**src/rtl/bfloat_pkg.sv**
```systemverilog
// Shared bfloat16 types and constants for the add/sub controller
// and the MAC datapath blocks that reuse the classifier.
package bfloat_pkg;

    typedef struct packed {
        logic       sign;
        logic [7:0] exp;
        logic [6:0] mant;
    } bf16_t;

    typedef struct packed {
        logic nan;
        logic inf;
        logic zero;
    } bf16_class_t;

    typedef enum logic [1:0] {
        IDLE,
        WAIT,
        RESP
    } ctrl_state_e;

    localparam logic [7:0]  BF16_EXP_MAX = 8'hFF;
    localparam logic [15:0] BF16_QNAN    = 16'hFFFF;
    localparam logic [15:0] BF16_POS_INF = 16'h7F80;
    localparam logic [15:0] BF16_NEG_INF = 16'hFF80;

endpackage

```
**src/rtl/bfloat_classify.sv**
```systemverilog
// Combinational bfloat16 class decode; subnormals count as zero,
// matching the flush-to-zero behaviour of the add/sub unit.
module bfloat_classify
    import bfloat_pkg::*;
(
    input  bf16_t       x_i,
    output bf16_class_t cls_o
);

    logic unused_sign;
    assign unused_sign = x_i.sign;

    always_comb begin
        cls_o = '0;
        if (x_i.exp == BF16_EXP_MAX) begin
            cls_o.nan = (x_i.mant != '0);
            cls_o.inf = (x_i.mant == '0);
        end
        cls_o.zero = (x_i.exp == 8'h00);
    end

endmodule

```
**src/rtl/bfloat_add_sub_ctrl.sv**
```systemverilog
// Request/response wrapper that hides the fixed latency of the
// bfloat16 add/sub unit behind valid/ready handshakes.
module bfloat_add_sub_ctrl
    import bfloat_pkg::*;
#(
    parameter int LAT   = 1,
    parameter int TAG_W = 4
) (
    input  logic             clk,
    input  logic             rst,
    input  logic             req_valid,
    output logic             req_ready,
    input  logic [15:0]      req_a,
    input  logic [15:0]      req_b,
    input  logic             req_op,
    input  logic [TAG_W-1:0] req_tag,
    output logic [15:0]      au_a,
    output logic [15:0]      au_b,
    output logic             au_cntl,
    input  logic [15:0]      au_c,
    output logic             rsp_valid,
    input  logic             rsp_ready,
    output logic [15:0]      rsp_c,
    output logic [TAG_W-1:0] rsp_tag,
    output logic             rsp_nan,
    output logic             rsp_inf,
    output logic             rsp_zero,
    output logic             busy
);

    localparam int CNT_W = (LAT > 0) ? $clog2(LAT + 1) : 1;

    ctrl_state_e      state_q;
    logic [CNT_W-1:0] cnt_q;
    logic [15:0]      au_a_q;
    logic [15:0]      au_b_q;
    logic             au_cntl_q;
    logic [TAG_W-1:0] tag_q;
    logic [15:0]      rsp_c_q;
    logic [TAG_W-1:0] rsp_tag_q;
    logic             rsp_valid_q;
    bf16_class_t      cls_q;
    bf16_class_t      cls_c;
    logic             accept;

    bfloat_classify u_classify (
        .x_i   (bf16_t'(au_c)),
        .cls_o (cls_c)
    );

    assign req_ready = (state_q == IDLE) ||
                       ((state_q == RESP) && rsp_ready);
    assign accept    = req_valid && req_ready;

    // Accept can only happen from IDLE or RESP, so it takes priority
    // over the per-state updates and also retires a pending response.
    always_ff @(posedge clk) begin
        if (rst) begin
            state_q     <= IDLE;
            cnt_q       <= '0;
            au_a_q      <= '0;
            au_b_q      <= '0;
            au_cntl_q   <= 1'b0;
            tag_q       <= '0;
            rsp_c_q     <= '0;
            rsp_tag_q   <= '0;
            rsp_valid_q <= 1'b0;
            cls_q       <= '0;
        end else if (accept) begin
            au_a_q      <= req_a;
            au_b_q      <= req_b;
            au_cntl_q   <= req_op;
            tag_q       <= req_tag;
            cnt_q       <= CNT_W'(LAT);
            rsp_valid_q <= 1'b0;
            state_q     <= WAIT;
        end else begin
            unique case (state_q)
                WAIT: begin
                    if (cnt_q != '0) begin
                        cnt_q <= cnt_q - 1'b1;
                    end else begin
                        rsp_c_q     <= au_c;
                        rsp_tag_q   <= tag_q;
                        cls_q       <= cls_c;
                        rsp_valid_q <= 1'b1;
                        state_q     <= RESP;
                    end
                end
                RESP: begin
                    if (rsp_ready) begin
                        rsp_valid_q <= 1'b0;
                        state_q     <= IDLE;
                    end
                end
                default: ;
            endcase
        end
    end

    assign au_a      = au_a_q;
    assign au_b      = au_b_q;
    assign au_cntl   = au_cntl_q;
    assign rsp_valid = rsp_valid_q;
    assign rsp_c     = rsp_c_q;
    assign rsp_tag   = rsp_tag_q;
    assign rsp_nan   = cls_q.nan;
    assign rsp_inf   = cls_q.inf;
    assign rsp_zero  = cls_q.zero;
    assign busy      = (state_q != IDLE);

endmodule

```
**config.mk**
```make
export PLATFORM = sky130hd
export DESIGN_NAME = bfloat_add_sub_ctrl
export DESIGN_NICKNAME = d
export VERILOG_FILES = /design/src/rtl/bfloat_pkg.sv /design/src/rtl/bfloat_classify.sv /design/src/rtl/bfloat_add_sub_ctrl.sv
export SDC_FILE = /design/constraint.sdc
export NUM_CORES = 1
export LEC_CHECK = 0
export CAP_MARGIN = 0
export CORE_UTILIZATION = 46
export CTS_BUF_LIST = sky130_fd_sc_hd__clkbuf_8
export DETAILED_ROUTE_END_ITERATION = 6
export PLACE_DENSITY_LB_ADDON = 0.15
export SYNTH_ARGS = -nofsm -noshare
export SYNTH_HDL_FRONTEND = slang
export SYNTH_SLANG_ARGS = --single-unit
```
**constraint.sdc**
```tcl
create_clock -name clk -period 3.1 [get_ports clk]
set_input_delay 0.775 -clock clk [delete_from_list [all_inputs] [get_ports clk]]
set_output_delay 0.775 -clock clk [all_outputs]
set_load 0.005 [all_outputs]
```
After elaboration in Yosys (flattened, before gate mapping):

Cells that the tools add are included.

* add/sub/neg operators: 1
* equality and inequality tests: 7
* multiplexer cells: 11
* bitwise logic cells: 2
* reduce and logical (&&, ||, !) cells: 15

Operators with widths (number)
* AND reduction 3 bit: 3
* equality test 8 bit (second input constant): 1
* zero test 8 bit: 1
* zero test 7 bit: 1
* nonzero test 7 bit: 1
* 2-to-1 mux 1 bit: 6
* 2-to-1 mux 2 bit: 3
* != test 3 bit (second input constant): 2
* nonzero test 2 bit: 3
* != test 2 bit (second input constant): 2
* case mux 2 bit (2 select lines): 1
* nonzero test 3 bit: 1
* equality test 2 x 1 -> 1 bit (second input constant): 1
* equality test 2 bit (second input constant): 1
* logical AND 1 bit: 2
* zero test 2 bit: 1
* NOT 1 bit: 2
* case mux 1 bit (2 select lines): 1
* OR reduction 2 bit: 1
* logical OR 1 bit: 1
* subtractor 1 bit (second input constant): 1

* register bits: 64
* input port bits: 57
* output and inout port bits: 59
* word-level logic and storage cells: 49

Logic depth before layout (Yosys ltp):

Gate-level depths: netlist (run 1).

* depth after elaboration: 6
* depth in mapped cells: 6
* depth with buffers taken out: 3

Cells and area by module:

A second synthesis (run 1) with hierarchy kept.

* cell total of the unflattened synthesis: 296
* area total of the unflattened synthesis: 2580.0 sq um

By module, submodules not included
* bfloat_add_sub_ctrl: instances 1, cells each 287, area each 2517.4 sq um
* bfloat_classify: instances 1, cells each 9, area each 62.6 sq um

Worst setup path before layout (run 1):

OpenSTA, ideal clock, no wires.

* path type: input-to-output
* start: input rsp_ready
* end: output req_ready
* data arrival time: 1.337 ns
* data required time: 2.325 ns
* path slack: 0.988 ns
* stages: 4
* cell sequence: nor2b_1 > buf_2 > buf_2 > nor2_1

* cells in the longest elaborated chain, start to end: 2

Ends and longest elaborated chain
* start: declaration: RTL line bfloat_add_sub_ctrl.sv:22 `input logic rsp_ready,`
* logical AND 1 bit: RTL line bfloat_add_sub_ctrl.sv:52 `((state_q == RESP) && rsp_ready);`
* logical OR 1 bit: RTL line bfloat_add_sub_ctrl.sv:51 `assign req_ready = (state_q == IDLE) ||`
* end: declaration: RTL line bfloat_add_sub_ctrl.sv:12 `output logic req_ready,`

Every way passes these cells.

Worst setup path in the final report (run 1):

Ends and elaborated chain as after synthesis.

==> flow_summary.html, run 1 <==
<table>
<tr><th>Metric</th><th>Value</th></tr>
<tr><th colspan="2">Logic synthesis</th></tr>
<tr><td>Area fraction in compound gates after synthesis</td><td>24.1%</td></tr>
<tr><td>Primary FF master, synth</td><td>dfxtp_1</td></tr>
<tr><td>Arithmetic-cell share of the synthesized area counting full adders, half adders and majority gates</td><td>0%</td></tr>
<tr><td>Number of enable flip-flop cells after synthesis</td><td>0</td></tr>
<tr><td>Xor/xnor share of the synthesized area</td><td>0%</td></tr>
<tr><td>Simple-Gate Fraction of Synth Area</td><td>20.0%</td></tr>
<tr><td>Main combinational cell family by area after synthesis</td><td>compound AO/OA/AOI/OAI gates</td></tr>
<tr><td>Mean Syn Cell Area</td><td>8.44 um^2</td></tr>
<tr><td>Synth Net Count</td><td>358</td></tr>
<tr><td>Number of synthesized register bits</td><td>63</td></tr>
<tr><td>Share of synthesized area spent on multiplexers</td><td>0%</td></tr>
<tr><td>Synthesized area</td><td>2540 um^2</td></tr>
<tr><td>Proportion of register bits with asynchronous set or reset after synthesis</td><td>0%</td></tr>
<tr><td>Unique cell type count in the Yosys netlist</td><td>25</td></tr>
<tr><td>Part of the Yosys area used for sequential elements</td><td>49.7%</td></tr>
<tr><td>Synthesis Warnings</td><td>0</td></tr>
<tr><td>Gate count after technology mapping</td><td>301</td></tr>
<tr><th colspan="2">Routing</th></tr>
<tr><td>Count of routing violations after the opening detailed-route iteration</td><td>177</td></tr>
<tr><td>ANT nets after route</td><td>0</td></tr>
<tr><td>Number of remaining DRC errors</td><td>0</td></tr>
<tr><td>Aggregate routed wire length</td><td>7120 um</td></tr>
<tr><td>Drt via density</td><td>5.60</td></tr>
<tr><td>Total number of vias</td><td>2,630</td></tr>
<tr><td>WL/cell</td><td>15.1 um</td></tr>
<tr><td>DRT Pass-1 Iters</td><td>4</td></tr>
<tr><th colspan="2">Die</th></tr>
<tr><td>Die outline height</td><td>76.3 um</td></tr>
<tr><td>Die Outline Area</td><td>5820 um^2</td></tr>
<tr><td>Horiz. Die Dim</td><td>76.3 um</td></tr>
<tr><td>Count of pins on the block boundary</td><td>116</td></tr>
<tr><td>Effective utilization at floorplan</td><td>48.8%</td></tr>
<tr><td>Placement Rows</td><td>26</td></tr>
<tr><td>Core box area</td><td>5200 um^2</td></tr>
<tr><th colspan="2">GRT</th></tr>
<tr><td>GRT Resource Usage Total</td><td>25.2%</td></tr>
<tr><td>Vias in the first global route</td><td>2,435</td></tr>
<tr><td>Global-route wire length before repair</td><td>11,700 um</td></tr>
<tr><td>Maximum number of pins on one net before global-route repair</td><td>51</td></tr>
<tr><td>Remaining global-route overflow</td><td>0</td></tr>
<tr><td>Initial antenna violation count</td><td>0</td></tr>
<tr><th colspan="2">Final layout</th></tr>
<tr><td>Final design utilization</td><td>74.2%</td></tr>
<tr><td>Count of nets after finishing</td><td>454</td></tr>
<tr><td>Area taken by multi-input logic gates</td><td>1130 um^2</td></tr>
<tr><td>Filler instances</td><td>424</td></tr>
<tr><td>Number of antenna diodes</td><td>0</td></tr>
<tr><td>Layout overhead on the synthesized area</td><td>52.0%</td></tr>
<tr><td>Proportion of layout cells with a drive suffix above 1</td><td>6.00%</td></tr>
<tr><td>Area occupied by registers</td><td>1260 um^2</td></tr>
<tr><th colspan="2">Timing</th></tr>
<tr><td>Setup repair after global routing missed its margin</td><td>no</td></tr>
<tr><td>Final period util</td><td>87.6%</td></tr>
<tr><td>Final count of hold timing violations</td><td>0</td></tr>
<tr><td>Pin slew with the least headroom to its limit</td><td>1.15 ns</td></tr>
<tr><td>Highest Clock Rate</td><td>368 MHz</td></tr>
<tr><td>Setup TNS</td><td>0 ns</td></tr>
<tr><td>Worst-case headroom to the max-slew limit</td><td>23.6%</td></tr>
<tr><td>Final Slew Violations</td><td>0</td></tr>
<tr><td>Tmin final</td><td>2.72 ns</td></tr>
<tr><td>Setup violations, final</td><td>0</td></tr>
<tr><td>Maximum clock skew at final layout</td><td>0.00841 ns</td></tr>
<tr><th colspan="2">Power</th></tr>
<tr><td>Max IR drop VDD</td><td>0.338 mV</td></tr>
<tr><td>P_leak</td><td>1.39 nW</td></tr>
<tr><td>Power per cell area</td><td>480 nW/um^2</td></tr>
<tr><th colspan="2">CTS</th></tr>
<tr><td>Number of gates given a new drive strength after cts</td><td>0</td></tr>
<tr><td>Clock Sinks</td><td>63</td></tr>
<tr><td>CTS clk-pin slew, worst paths</td><td>0.06 ns</td></tr>
<tr><td>Post CTS Setup Buffer Count</td><td>0</td></tr>
<tr><td>Hold buffer count at cts</td><td>0</td></tr>
<tr><td>Master cell of the clock root buffer</td><td>clkbuf_8</td></tr>
<tr><td>Max Buffers Root-to-Sink</td><td>2</td></tr>
<tr><td>TritonCTS Buffers</td><td>9</td></tr>
<tr><td>Clock tree from TritonCTS</td><td>done</td></tr>
<tr><td>Clock Latency Late Sink</td><td>0.32 ns</td></tr>
<tr><td>Number of levels the H-tree was split into</td><td>3</td></tr>
<tr><th colspan="2">Flow run</th></tr>
<tr><td>Count of max-cap constraint violations</td><td>0</td></tr>
<tr><th colspan="2">Critical path</th></tr>
<tr><td>Biggest fanout along the worst timing path</td><td>2</td></tr>
<tr><td>Launch point of the critical path</td><td>rsp_ready</td></tr>
<tr><td>Endpoint of the worst register-to-register path</td><td>cnt_q$_SDFFE_PP0P_</td></tr>
<tr><td>Setup slack of the worst register-to-register path</td><td>0.79 ns</td></tr>
<tr><td>Critical path data required time</td><td>2.32 ns</td></tr>
<tr><td>Worst Setup End Kind</td><td>output pin</td></tr>
<tr><td>Capturing element of the worst setup path</td><td>req_ready</td></tr>
<tr><td>Register-to-Register Path Depth</td><td>4</td></tr>
<tr><td>Reg2reg start</td><td>state_q[0]$_SDFFE_PP0P_</td></tr>
<tr><td>Critical path class</td><td>in2out</td></tr>
<tr><td>Worst Setup Start Kind</td><td>input port</td></tr>
<tr><td>Arrival time of the worst setup path</td><td>1.94 ns</td></tr>
<tr><th colspan="2">Min path</th></tr>
<tr><td>Class of the most critical hold timing path</td><td>reg2reg</td></tr>
<tr><th colspan="2">Placement</th></tr>
<tr><td>Global placement routability congestion</td><td>0.760</td></tr>
<tr><td># port buffers</td><td>115</td></tr>
<tr><td>DP Wirelength</td><td>4530 um</td></tr>
<tr><th colspan="2">Run status</th></tr>
<tr><td>Run status</td><td>completed</td></tr>
</table>
-- placed cells by master, fill, tap and decap left out --
cell             count
clkdlybuf4s50_1    114
dfxtp_1             63
a21oi_1             61
nand2_1             44
nand4_1             37
o31ai_1             37
clkbuf_8            11
buf_4                5
inv_1                4
nand3_1              3
nor4_1               3
nor2_1               2
o21ai_0              2
or2_2                1
nor2b_4              1
nor3b_2              1
or3b_1               1
nand2b_1             1
inv_2                1
nor3_1               1
nand4b_1             1
nor4_4               1
a22o_1               1
a32o_1               1
clkinv_2             1
buf_2                1
buf_12               1
-- metal layers --
metal  vias to the layer above  part of all wire, %  global-route usage, %
met2                        88                   48                   38.7
met3                         8                  7.0                   7.66
met5                         -                    0                      0
met4                         0                  1.2                   10.8
li1                       1297                    -                      -
met1                      1237                   43                   32.6
-- registers in the layout, indices dropped and copies added, names as in the netlist --
name	cells
au_a	16
au_b	16
au_cntl	1
cnt_q	1
rsp_c	16
rsp_inf	1
rsp_nan	1
rsp_tag	4
rsp_valid	1
rsp_zero	1
state_q	1
tag_q	4
-- critical path, stage by stage --
cell	delay (ns)
clkdlybuf4s50_1	0.51
nor2b_4	0.05
nor2_1	0.08
clkdlybuf4s50_1	0.52
-- Yosys cell counts, types with 2 or more instances --
| cell type | n | area share [%] |
|---|---|---|
| a21oi_1 | 61 | 12 |
| buf_1 | 5 | 0.74 |
| buf_2 | 7 | 1.4 |
| clkbuf_1 | 23 | 3.4 |
| dfxtp_1 | 63 | 50 |
| inv_1 | 2 | 0.30 |
| nand2_1 | 44 | 6.5 |
| nand3_1 | 3 | 0.59 |
| nand4_1 | 37 | 9.1 |
| nor2_1 | 2 | 0.30 |
| nor4_1 | 3 | 0.74 |
| o21ai_0 | 2 | 0.39 |
| o31ai_1 | 37 | 11 |
-- stage by stage --
stage	worst slack [ns]	std cells	area [um^2]	power (W)	hold WS [ns]
6_report	0.384	470	3860	0.00185	0.451
5_1_grt	0.318	470	3860	0.00194	0.473
4_1_cts	0.378	470	3860	0.00187	0.456
3_5_place_dp	0.378	456	3700	0.00127	0.447
3_3_place_gp	0.370	456	3700	0.00126	0.439
2_1_floorplan	0.988	301	2540	0.00106	0.432
-- worst min-delay path by stage --
| stage | from | to | slack [ns] | cells past startpoint |
|---|---|---|---|---|
| after floorplan | tag_q[0]$_SDFFE_PP0P_ | rsp_tag[0]$_SDFFE_PP0P_ | 0.43 | 2 |
| after global placement | tag_q[0]$_SDFFE_PP0P_ | rsp_tag[0]$_SDFFE_PP0P_ | 0.44 | 2 |
| after detailed placement | rsp_c[5]$_SDFFE_PP0P_ | rsp_c[5]$_SDFFE_PP0P_ | 0.45 | 2 |
| after CTS | rsp_c[5]$_SDFFE_PP0P_ | rsp_c[5]$_SDFFE_PP0P_ | 0.46 | 2 |
| after global routing | rsp_zero$_SDFFE_PP0P_ | rsp_zero$_SDFFE_PP0P_ | 0.47 | 2 |
| final | rsp_c[5]$_SDFFE_PP0P_ | rsp_c[5]$_SDFFE_PP0P_ | 0.45 | 2 |
-- final cells by class --
class	instances	share of cell area, %
Sequential cell	63	32.7
Timing Repair Buffer	121	31.2
Multi-Input combinational cell	199	29.3
Clock buffer	11	3.92
Tap cell	70	2.27
Clock inverter	3	0.324
Inverter	3	0.292
-- cell families after synthesis --
| logic type | Yosys count |
|---|---|
| compound gates | 102 |
| simple gates | 97 |
| flops | 63 |
| buf+inv | 39 |
-- report_power, final --
group          internal, W  switching [W]  total [W]
logic             0.000195       0.000161   0.000356
clock network     0.000318       0.000282   0.000600
registers         0.000861      0.0000344   0.000896
Note: power is estimated with default switching activity, not from simulation.
==> inputs of run 2 (changes only) <==
--- a/config.mk
+++ b/config.mk
@@ -9,7 +9,8 @@
 export CORE_UTILIZATION = 46
 export CTS_BUF_LIST = sky130_fd_sc_hd__clkbuf_8
 export DETAILED_ROUTE_END_ITERATION = 6
-export PLACE_DENSITY_LB_ADDON = 0.15
+export PLACE_DENSITY = 0.86
+export SKIP_LAST_GASP = 1
 export SYNTH_ARGS = -nofsm -noshare
 export SYNTH_HDL_FRONTEND = slang
 export SYNTH_SLANG_ARGS = --single-unit
==> run 2 against run 1 <==
  * Worst hold slack better by 0.0045 ns
  * Clock skew fell by 0.0011 ns
  * Combinational power increased by 1%
  * Sequential power about the same
  * First-iteration DRC count shrank 24%
  * Critical path depth unchanged
  * Utilization increased by 0.34 points
  * Sequential share of layout area is 0.15 points lower
  * Setup slack got worse by 0.078 ns
  * Flip-flop and latch count stayed put
  * Global-route usage grew 0.076 points
  * Highest routed layer unchanged
==> flow_summary.html, run 2 (synthesized netlist as in run 1, its figures left out) <==
<table>
<tr><th>Metric</th><th>Value</th></tr>
<tr><th colspan="2">Power</th></tr>
<tr><td>Power per cell area</td><td>493 nW/um^2 (was 480 nW/um^2)</td></tr>
<tr><td>Max IR drop VDD</td><td>0.270 mV (was 0.338 mV)</td></tr>
<tr><td>P_leak</td><td>1.40 nW (was 1.39 nW)</td></tr>
<tr><td>Sum of internal, switching and leakage power</td><td>0.00191 W (was 0.00185 W)</td></tr>
<tr><th colspan="2">CTS</th></tr>
<tr><td>Number of gates given a new drive strength after cts</td><td>0 (unchanged)</td></tr>
<tr><td>Master cell of the clock root buffer</td><td>clkbuf_8 (unchanged)</td></tr>
<tr><td>Clock tree from TritonCTS</td><td>done (unchanged)</td></tr>
<tr><td>Number of levels the H-tree was split into</td><td>3 (unchanged)</td></tr>
<tr><td>Hold buffer count at cts</td><td>0 (unchanged)</td></tr>
<tr><td>Clock Sinks</td><td>63 (unchanged)</td></tr>
<tr><td>Clock Latency Late Sink</td><td>0.33 ns (was 0.32 ns)</td></tr>
<tr><td>CTS clk-pin slew, worst paths</td><td>0.06 ns (about the same)</td></tr>
<tr><td>TritonCTS Buffers</td><td>9 (unchanged)</td></tr>
<tr><td>Max Buffers Root-to-Sink</td><td>2 (unchanged)</td></tr>
<tr><td>Post CTS Setup Buffer Count</td><td>0 (unchanged)</td></tr>
<tr><th colspan="2">Critical path</th></tr>
<tr><td>Delay-heaviest family, CP</td><td>buffers and inverters (unchanged)</td></tr>
<tr><td>Worst Setup End Kind</td><td>output pin (unchanged)</td></tr>
<tr><td>Critical path class</td><td>in2out (unchanged)</td></tr>
<tr><td>Number of cells on the critical path</td><td>4 (unchanged)</td></tr>
<tr><td>Arrival time of the worst setup path</td><td>2.02 ns (was 1.94 ns)</td></tr>
<tr><td>Worst Setup Start Kind</td><td>input port (unchanged)</td></tr>
<tr><td>Critical Path, Cell by Cell</td><td>clkdlybuf4s50_1, nor2b_4, nor2_1, clkdlybuf4s50_1 (unchanged)</td></tr>
<tr><td>Biggest fanout along the worst timing path</td><td>2 (unchanged)</td></tr>
<tr><td>Cell with the most instances on the worst path</td><td>clkdlybuf4s50_1 (unchanged)</td></tr>
<tr><td>Delay of the slowest critical-path stage</td><td>0.53 ns (was 0.52 ns)</td></tr>
<tr><td>Crit path buf inv count</td><td>2 (unchanged)</td></tr>
<tr><td>Critical path data required time</td><td>2.32 ns (about the same)</td></tr>
<tr><td>Register-to-Register Path Depth</td><td>4 (unchanged)</td></tr>
<tr><td>Master of the slowest instance on the critical path</td><td>clkdlybuf4s50_1 (unchanged)</td></tr>
<tr><th colspan="2">Routing</th></tr>
<tr><td>WL/cell</td><td>15.4 um (was 15.1 um)</td></tr>
<tr><td>Drt via density</td><td>5.67 (was 5.60)</td></tr>
<tr><td>DRT Pass-1 Iters</td><td>4 (unchanged)</td></tr>
<tr><td>Count of routing violations after the opening detailed-route iteration</td><td>134 (was 177)</td></tr>
<tr><td>ANT nets after route</td><td>0 (unchanged)</td></tr>
<tr><td>Aggregate routed wire length</td><td>7300 um (was 7120 um)</td></tr>
<tr><td>Total number of vias</td><td>2,684 (was 2,630)</td></tr>
<tr><td>Number of remaining DRC errors</td><td>0 (unchanged)</td></tr>
<tr><th colspan="2">Die</th></tr>
<tr><td>Core box area</td><td>5200 um^2 (unchanged)</td></tr>
<tr><td>Placement Rows</td><td>26 (unchanged)</td></tr>
<tr><td>Effective utilization at floorplan</td><td>48.8% (unchanged)</td></tr>
<tr><td>Count of pins on the block boundary</td><td>116 (unchanged)</td></tr>
<tr><td>Die outline height</td><td>76.3 um (unchanged)</td></tr>
<tr><td>Die Outline Area</td><td>5820 um^2 (unchanged)</td></tr>
<tr><td>Horiz. Die Dim</td><td>76.3 um (unchanged)</td></tr>
<tr><th colspan="2">Placement</th></tr>
<tr><td>DP Wirelength</td><td>4700 um (was 4530 um)</td></tr>
<tr><td>Global placement routability congestion</td><td>0.761 (was 0.760)</td></tr>
<tr><td># port buffers</td><td>115 (unchanged)</td></tr>
<tr><th colspan="2">Timing</th></tr>
<tr><td>Final period util</td><td>90.1% (was 87.6%)</td></tr>
<tr><td>Pin slew with the least headroom to its limit</td><td>1.16 ns (was 1.15 ns)</td></tr>
<tr><td>Tmin final</td><td>2.79 ns (was 2.72 ns)</td></tr>
<tr><td>Final count of hold timing violations</td><td>0 (unchanged)</td></tr>
<tr><td>Worst-case headroom to the max-slew limit</td><td>22.6% (was 23.6%)</td></tr>
<tr><td>Setup repair after global routing missed its margin</td><td>no (unchanged)</td></tr>
<tr><td>Maximum clock skew at final layout</td><td>0.00729 ns (was 0.00841 ns)</td></tr>
<tr><td>Final Slew Violations</td><td>0 (unchanged)</td></tr>
<tr><td>Setup TNS</td><td>0 ns (unchanged)</td></tr>
<tr><td>Highest Clock Rate</td><td>358 MHz (was 368 MHz)</td></tr>
<tr><td>Fin Hold WS</td><td>0.455 ns (was 0.451 ns)</td></tr>
<tr><td>Setup violations, final</td><td>0 (unchanged)</td></tr>
<tr><th colspan="2">Final layout</th></tr>
<tr><td>Layout overhead on the synthesized area</td><td>52.7% (was 52.0%)</td></tr>
<tr><td>Commonest cells after routing, fill and taps aside</td><td>clkdlybuf4s50_1 (114), dfxtp_1 (63), a21oi_1 (61) (unchanged)</td></tr>
<tr><td>Proportion of layout cells with a drive suffix above 1</td><td>6.70% (was 6.00%)</td></tr>
<tr><td>Number of antenna diodes</td><td>0 (unchanged)</td></tr>
<tr><td>Count of nets after finishing</td><td>456 (was 454)</td></tr>
<tr><td>Filler instances</td><td>416 (was 424)</td></tr>
<tr><td>Most common cell after layout, fill and taps aside</td><td>clkdlybuf4s50_1 (unchanged)</td></tr>
<tr><th colspan="2">GRT</th></tr>
<tr><td>GRT Resource Usage Total</td><td>25.2% (about the same)</td></tr>
<tr><td>Maximum number of pins on one net before global-route repair</td><td>40 (was 51)</td></tr>
<tr><td>Global-route wire length before repair</td><td>11,900 um (was 11,700 um)</td></tr>
<tr><td>Remaining global-route overflow</td><td>0 (unchanged)</td></tr>
<tr><td>Vias in the first global route</td><td>2,581 (was 2,435)</td></tr>
<tr><td>Initial antenna violation count</td><td>0 (unchanged)</td></tr>
<tr><th colspan="2">Min path</th></tr>
<tr><td>Class of the most critical hold timing path</td><td>reg2reg (unchanged)</td></tr>
<tr><td>Instance count along the most critical hold path</td><td>2 (unchanged)</td></tr>
<tr><th colspan="2">Run status</th></tr>
<tr><td>Run status</td><td>completed (unchanged)</td></tr>
<tr><th colspan="2">Flow run</th></tr>
<tr><td>Count of max-cap constraint violations</td><td>0 (unchanged)</td></tr>
</table>
## run 2: cell types whose count changed in the layout (fill, tap and decap cells not counted), sizes merged
cell and delta:
buf +2, clkbuf -2, bufinv +1, clkinv +1, clkinvlp +1
## run 2: layout make-up
cell class	count	area, um^2	area share, %
flip-flops and latches	63	1260	32.5
repair buffers	123	1210	31.1
clock inverters	6	55.1	1.42
multi-input cells	199	1130	29.2
clock buffers	9	124	3.19
well taps	70	87.6	2.26
inverters	3	11.3	0.290
## run 2: per-stage QoR
| step | util (%) | worst slack (ns) | instance area [um^2] | cells |
|---|---|---|---|---|
| global placement | 71.1 | 0.349 | 3700 | 458 |
| global route | 74.5 | 0.290 | 3880 | 473 |
| detailed placement | 71.1 | 0.323 | 3700 | 458 |
| finish | 74.5 | 0.306 | 3880 | 473 |
| floorplan | - | 0.988 | 2540 | 301 |
| CTS | 74.5 | 0.317 | 3880 | 473 |
## run 2: path summary, 6_finish.rpt
path                                start                     to  slack [ns]
setup / recovery                rsp_ready              req_ready        0.31
hold / removal      rsp_c[3]$_SDFFE_PP0P_  rsp_c[3]$_SDFFE_PP0P_        0.46
hold reg to reg     rsp_c[3]$_SDFFE_PP0P_  rsp_c[3]$_SDFFE_PP0P_        0.46
setup reg to reg  state_q[0]$_SDFFE_PP0P_     cnt_q$_SDFFE_PP0P_        0.91
## run 2: report_power, final
part           total (W)  internal [W]  switching [W]
clock           0.000658      0.000358       0.000300
sequential      0.000893      0.000861      0.0000324
combinational   0.000361      0.000196       0.000165
## run 2: metal layers
metal | share of wire (%) | global-route usage, % | vias to the layer above
met3 | 7.5 | 7.31 | 13
met4 | 1.6 | 11.9 | 0
met1 | 44 | 31.2 | 1270
met5 | 0 | 0 | -
met2 | 47 | 40.4 | 91
li1 | - | - | 1310
## run 2: worst reg2reg max path: cells and delay by family (launching register included)
family | cells | cell delay [ns]
AOI/OAI and AO/OA | 2 | 0.45
DFF | 1 | 0.62
buffers and inverters | 2 | 1.00
==> inputs of run 3 (changes only) <==
--- a/config.mk
+++ b/config.mk
@@ -9,7 +9,8 @@
 export CORE_UTILIZATION = 46
 export CTS_BUF_LIST = sky130_fd_sc_hd__clkbuf_8
 export DETAILED_ROUTE_END_ITERATION = 6
-export PLACE_DENSITY = 0.86
+export GPL_TIMING_DRIVEN = 0
+export PLACE_DENSITY = 0.88
 export SKIP_LAST_GASP = 1
 export SYNTH_ARGS = -nofsm -noshare
 export SYNTH_HDL_FRONTEND = slang
==> run 3 against run 2 <==
  * First-iteration DRC count shrank 16%
  * Combinational power rose by 4%
  * Global-route usage up 1.9 points
  * Largest power group unchanged
==> flow_summary.html, run 3 (synthesized netlist as in run 1, its figures left out) <==
<table>
<tr><th>Metric</th><th>Value</th></tr>
<tr><th colspan="2">Run status</th></tr>
<tr><td>Run status</td><td>completed (unchanged)</td></tr>
<tr><th colspan="2">Final layout</th></tr>
<tr><td>Most common cell after layout, fill and taps aside</td><td>clkdlybuf4s50_1 (unchanged)</td></tr>
<tr><td>Filler instances</td><td>400 (was 416)</td></tr>
<tr><td>Number of antenna diodes</td><td>0 (unchanged)</td></tr>
<tr><td>Layout overhead on the synthesized area</td><td>57.1% (was 52.7%)</td></tr>
<tr><td>Post-route non-filler standard cell count</td><td>500 (was 473)</td></tr>
<tr><td>Count of nets after finishing</td><td>482 (was 456)</td></tr>
<tr><td>Proportion of layout cells with a drive suffix above 1</td><td>5.58% (was 6.70%)</td></tr>
<tr><td>Commonest cells after routing, fill and taps aside</td><td>clkdlybuf4s50_1 (114), dfxtp_1 (63), a21oi_1 (61) (unchanged)</td></tr>
<tr><td>Area occupied by registers</td><td>1260 um^2 (unchanged)</td></tr>
<tr><td>Area taken by multi-input logic gates</td><td>1120 um^2 (was 1130 um^2)</td></tr>
<tr><th colspan="2">Routing</th></tr>
<tr><td>Total number of vias</td><td>2,795 (was 2,684)</td></tr>
<tr><td>Count of routing violations after the opening detailed-route iteration</td><td>113 (was 134)</td></tr>
<tr><td>DRT Pass-1 Iters</td><td>4 (unchanged)</td></tr>
<tr><td>Number of remaining DRC errors</td><td>0 (unchanged)</td></tr>
<tr><td>Drt via density</td><td>5.59 (was 5.67)</td></tr>
<tr><td>Aggregate routed wire length</td><td>7600 um (was 7300 um)</td></tr>
<tr><td>WL/cell</td><td>15.2 um (was 15.4 um)</td></tr>
<tr><td>ANT nets after route</td><td>0 (unchanged)</td></tr>
<tr><th colspan="2">GRT</th></tr>
<tr><td>Global-route wire length before repair</td><td>12,800 um (was 11,900 um)</td></tr>
<tr><td>Maximum number of pins on one net before global-route repair</td><td>20 (was 40)</td></tr>
<tr><td>Initial antenna violation count</td><td>0 (unchanged)</td></tr>
<tr><td>Vias in the first global route</td><td>2,680 (was 2,581)</td></tr>
<tr><td>GRT Resource Usage Total</td><td>27.1% (was 25.2%)</td></tr>
<tr><td>Remaining global-route overflow</td><td>0 (unchanged)</td></tr>
<tr><th colspan="2">Timing</th></tr>
<tr><td>Pin slew with the least headroom to its limit</td><td>0.552 ns (was 1.16 ns)</td></tr>
<tr><td>Worst-case headroom to the max-slew limit</td><td>63.2% (was 22.6%)</td></tr>
<tr><td>Final count of hold timing violations</td><td>0 (unchanged)</td></tr>
<tr><td>Setup violations, final</td><td>0 (unchanged)</td></tr>
<tr><td>Maximum clock skew at final layout</td><td>0.00573 ns (was 0.00729 ns)</td></tr>
<tr><td>Highest Clock Rate</td><td>339 MHz (was 358 MHz)</td></tr>
<tr><td>Tmin final</td><td>2.95 ns (was 2.79 ns)</td></tr>
<tr><td>Final Slew Violations</td><td>0 (unchanged)</td></tr>
<tr><td>Fin Hold WS</td><td>0.456 ns (was 0.455 ns)</td></tr>
<tr><td>Final period util</td><td>95.1% (was 90.1%)</td></tr>
<tr><td>Setup repair after global routing missed its margin</td><td>no (unchanged)</td></tr>
<tr><th colspan="2">Power</th></tr>
<tr><td>P_leak</td><td>1.44 nW (was 1.40 nW)</td></tr>
<tr><td>Max IR drop VDD</td><td>0.307 mV (was 0.270 mV)</td></tr>
<tr><td>Power per cell area</td><td>516 nW/um^2 (was 493 nW/um^2)</td></tr>
<tr><th colspan="2">Critical path</th></tr>
<tr><td>Delay-heaviest family, CP</td><td>buffers and inverters (unchanged)</td></tr>
<tr><td>Capturing element of the worst setup path</td><td>req_ready (unchanged)</td></tr>
<tr><td>Endpoint of the worst register-to-register path</td><td>tag_q[3]$_SDFFE_PP0P_ (was cnt_q$_SDFFE_PP0P_)</td></tr>
<tr><td>Arrival time of the worst setup path</td><td>2.17 ns (was 2.02 ns)</td></tr>
<tr><td>Critical path class</td><td>in2out (unchanged)</td></tr>
<tr><td>Critical path data required time</td><td>2.32 ns (about the same)</td></tr>
<tr><td>Worst Setup Start Kind</td><td>input port (unchanged)</td></tr>
<tr><td>Delay of the slowest critical-path stage</td><td>0.51 ns (was 0.53 ns)</td></tr>
<tr><td>Reg2reg start</td><td>rsp_valid$_SDFFE_PP0P_ (was state_q[0]$_SDFFE_PP0P_)</td></tr>
<tr><td>Critical Path, Cell by Cell</td><td>clkdlybuf4s50_1, nor2b_1, clkbuf_4, nor2_1, clkdlybuf4s50_1 (was clkdlybuf4s50_1, nor2b_4, nor2_1, clkdlybuf4s50_1)</td></tr>
<tr><td>Number of cells on the critical path</td><td>5 (was 4)</td></tr>
<tr><td>Master of the slowest instance on the critical path</td><td>clkdlybuf4s50_1 (unchanged)</td></tr>
<tr><td>Launch point of the critical path</td><td>rsp_ready (unchanged)</td></tr>
<tr><td>Register-to-Register Path Depth</td><td>5 (was 4)</td></tr>
<tr><td>Worst Setup End Kind</td><td>output pin (unchanged)</td></tr>
<tr><td>Biggest fanout along the worst timing path</td><td>19 (was 2)</td></tr>
<tr><td>Cell with the most instances on the worst path</td><td>clkdlybuf4s50_1 (unchanged)</td></tr>
<tr><td>Crit path buf inv count</td><td>3 (was 2)</td></tr>
<tr><td>Setup slack of the worst register-to-register path</td><td>1.52 ns (was 0.91 ns)</td></tr>
<tr><th colspan="2">Die</th></tr>
<tr><td>Die outline height</td><td>76.3 um (unchanged)</td></tr>
<tr><td>Placement Rows</td><td>26 (unchanged)</td></tr>
<tr><td>Effective utilization at floorplan</td><td>48.8% (unchanged)</td></tr>
<tr><td>Core box area</td><td>5200 um^2 (unchanged)</td></tr>
<tr><td>Horiz. Die Dim</td><td>76.3 um (unchanged)</td></tr>
<tr><td>Count of pins on the block boundary</td><td>116 (unchanged)</td></tr>
<tr><td>Die Outline Area</td><td>5820 um^2 (unchanged)</td></tr>
<tr><th colspan="2">Placement</th></tr>
<tr><td>DP Wirelength</td><td>5370 um (was 4700 um)</td></tr>
<tr><td># port buffers</td><td>114 (was 115)</td></tr>
<tr><td>Global placement routability congestion</td><td>0.783 (was 0.761)</td></tr>
<tr><td>Cell Count Post-Placement</td><td>485 (was 458)</td></tr>
<tr><th colspan="2">CTS</th></tr>
<tr><td>CTS clk-pin slew, worst paths</td><td>0.06 ns (about the same)</td></tr>
<tr><td>Number of levels the H-tree was split into</td><td>3 (unchanged)</td></tr>
<tr><td>TritonCTS Buffers</td><td>9 (unchanged)</td></tr>
<tr><td>Hold buffer count at cts</td><td>0 (unchanged)</td></tr>
<tr><td>Master cell of the clock root buffer</td><td>clkbuf_8 (unchanged)</td></tr>
<tr><td>Clock tree from TritonCTS</td><td>done (unchanged)</td></tr>
<tr><td>Max Buffers Root-to-Sink</td><td>2 (unchanged)</td></tr>
<tr><td>Clock Latency Late Sink</td><td>0.34 ns (was 0.33 ns)</td></tr>
<tr><td>Clock Sinks</td><td>63 (unchanged)</td></tr>
<tr><th colspan="2">Min path</th></tr>
<tr><td>Class of the most critical hold timing path</td><td>reg2reg (unchanged)</td></tr>
<tr><th colspan="2">Flow run</th></tr>
<tr><td>Count of max-cap constraint violations</td><td>0 (unchanged)</td></tr>
</table>
[run 3: worst reg2reg max path, delay by kind of cell (launching register included)]
kind	cells	cell delay (ns)
buf+inv	2	0.57
flops	1	0.49
compound gates	2	0.26
simple gates	1	0.20
[run 3: final cells by class]
cell class                      instances  area share [%]
Sequential cell                        63            31.6
Inverter                                3           0.282
Multi-Input combinational cell        199            28.1
Clock inverter                          5            1.82
Tap cell                               70            2.20
Timing Repair Buffer                  114            28.6
Clock buffer                           11            3.79
Buffer                                 35            3.64
[run 3: per-layer routing]
metal	track usage, %	wire, um	share of wire, %
met5	0	0	0
met4	11.2	126	1.7
met3	7.54	590	7.8
met2	44.7	3590	47
met1	33.3	3290	43
[run 3: stage by stage]
step | setup TNS (ns) | setup slack [ns] | utilization (%) | power (W) | cell area (um^2)
2_1_floorplan | 0 | 0.988 | - | 0.00106 | 2540
3_3_place_gp | 0 | 0.0120 | 72.4 | 0.00127 | 3770
3_5_place_dp | -0.0245 | -0.0245 | 72.4 | 0.00128 | 3770
4_1_cts | 0 | 0.100 | 76.6 | 0.00207 | 3990
5_1_grt | 0 | 0.0524 | 76.7 | 0.00215 | 3990
6_report | 0 | 0.152 | 76.7 | 0.00206 | 3990
[run 3: worst min path at each step]
stage	start	end	cells past startpoint	slack (ns)
detailed placement	rsp_c[5]$_SDFFE_PP0P_	rsp_c[5]$_SDFFE_PP0P_	2	0.45
finish	rsp_c[6]$_SDFFE_PP0P_	rsp_c[6]$_SDFFE_PP0P_	2	0.46
global placement	rsp_zero$_SDFFE_PP0P_	rsp_zero$_SDFFE_PP0P_	2	0.44
CTS	rsp_c[5]$_SDFFE_PP0P_	rsp_c[5]$_SDFFE_PP0P_	2	0.46
floorplan	tag_q[0]$_SDFFE_PP0P_	rsp_tag[0]$_SDFFE_PP0P_	2	0.43
global route	rsp_zero$_SDFFE_PP0P_	rsp_zero$_SDFFE_PP0P_	2	0.48
[run 3: where the power goes]
part	internal (W)	total (W)	leakage, nW	switching [W]
Clock	0.000490	0.000796	0.122	0.000306
Combinational	0.000200	0.000374	0.800	0.000174
Sequential	0.000861	0.000890	0.515	0.0000293
[run 3: what timing repair did]
item                       in CTS  in global routing
setup endpoints to repair       1                  1
setup buffers                   0                  0
resized for setup               0                  1
gates cloned                    0                  0
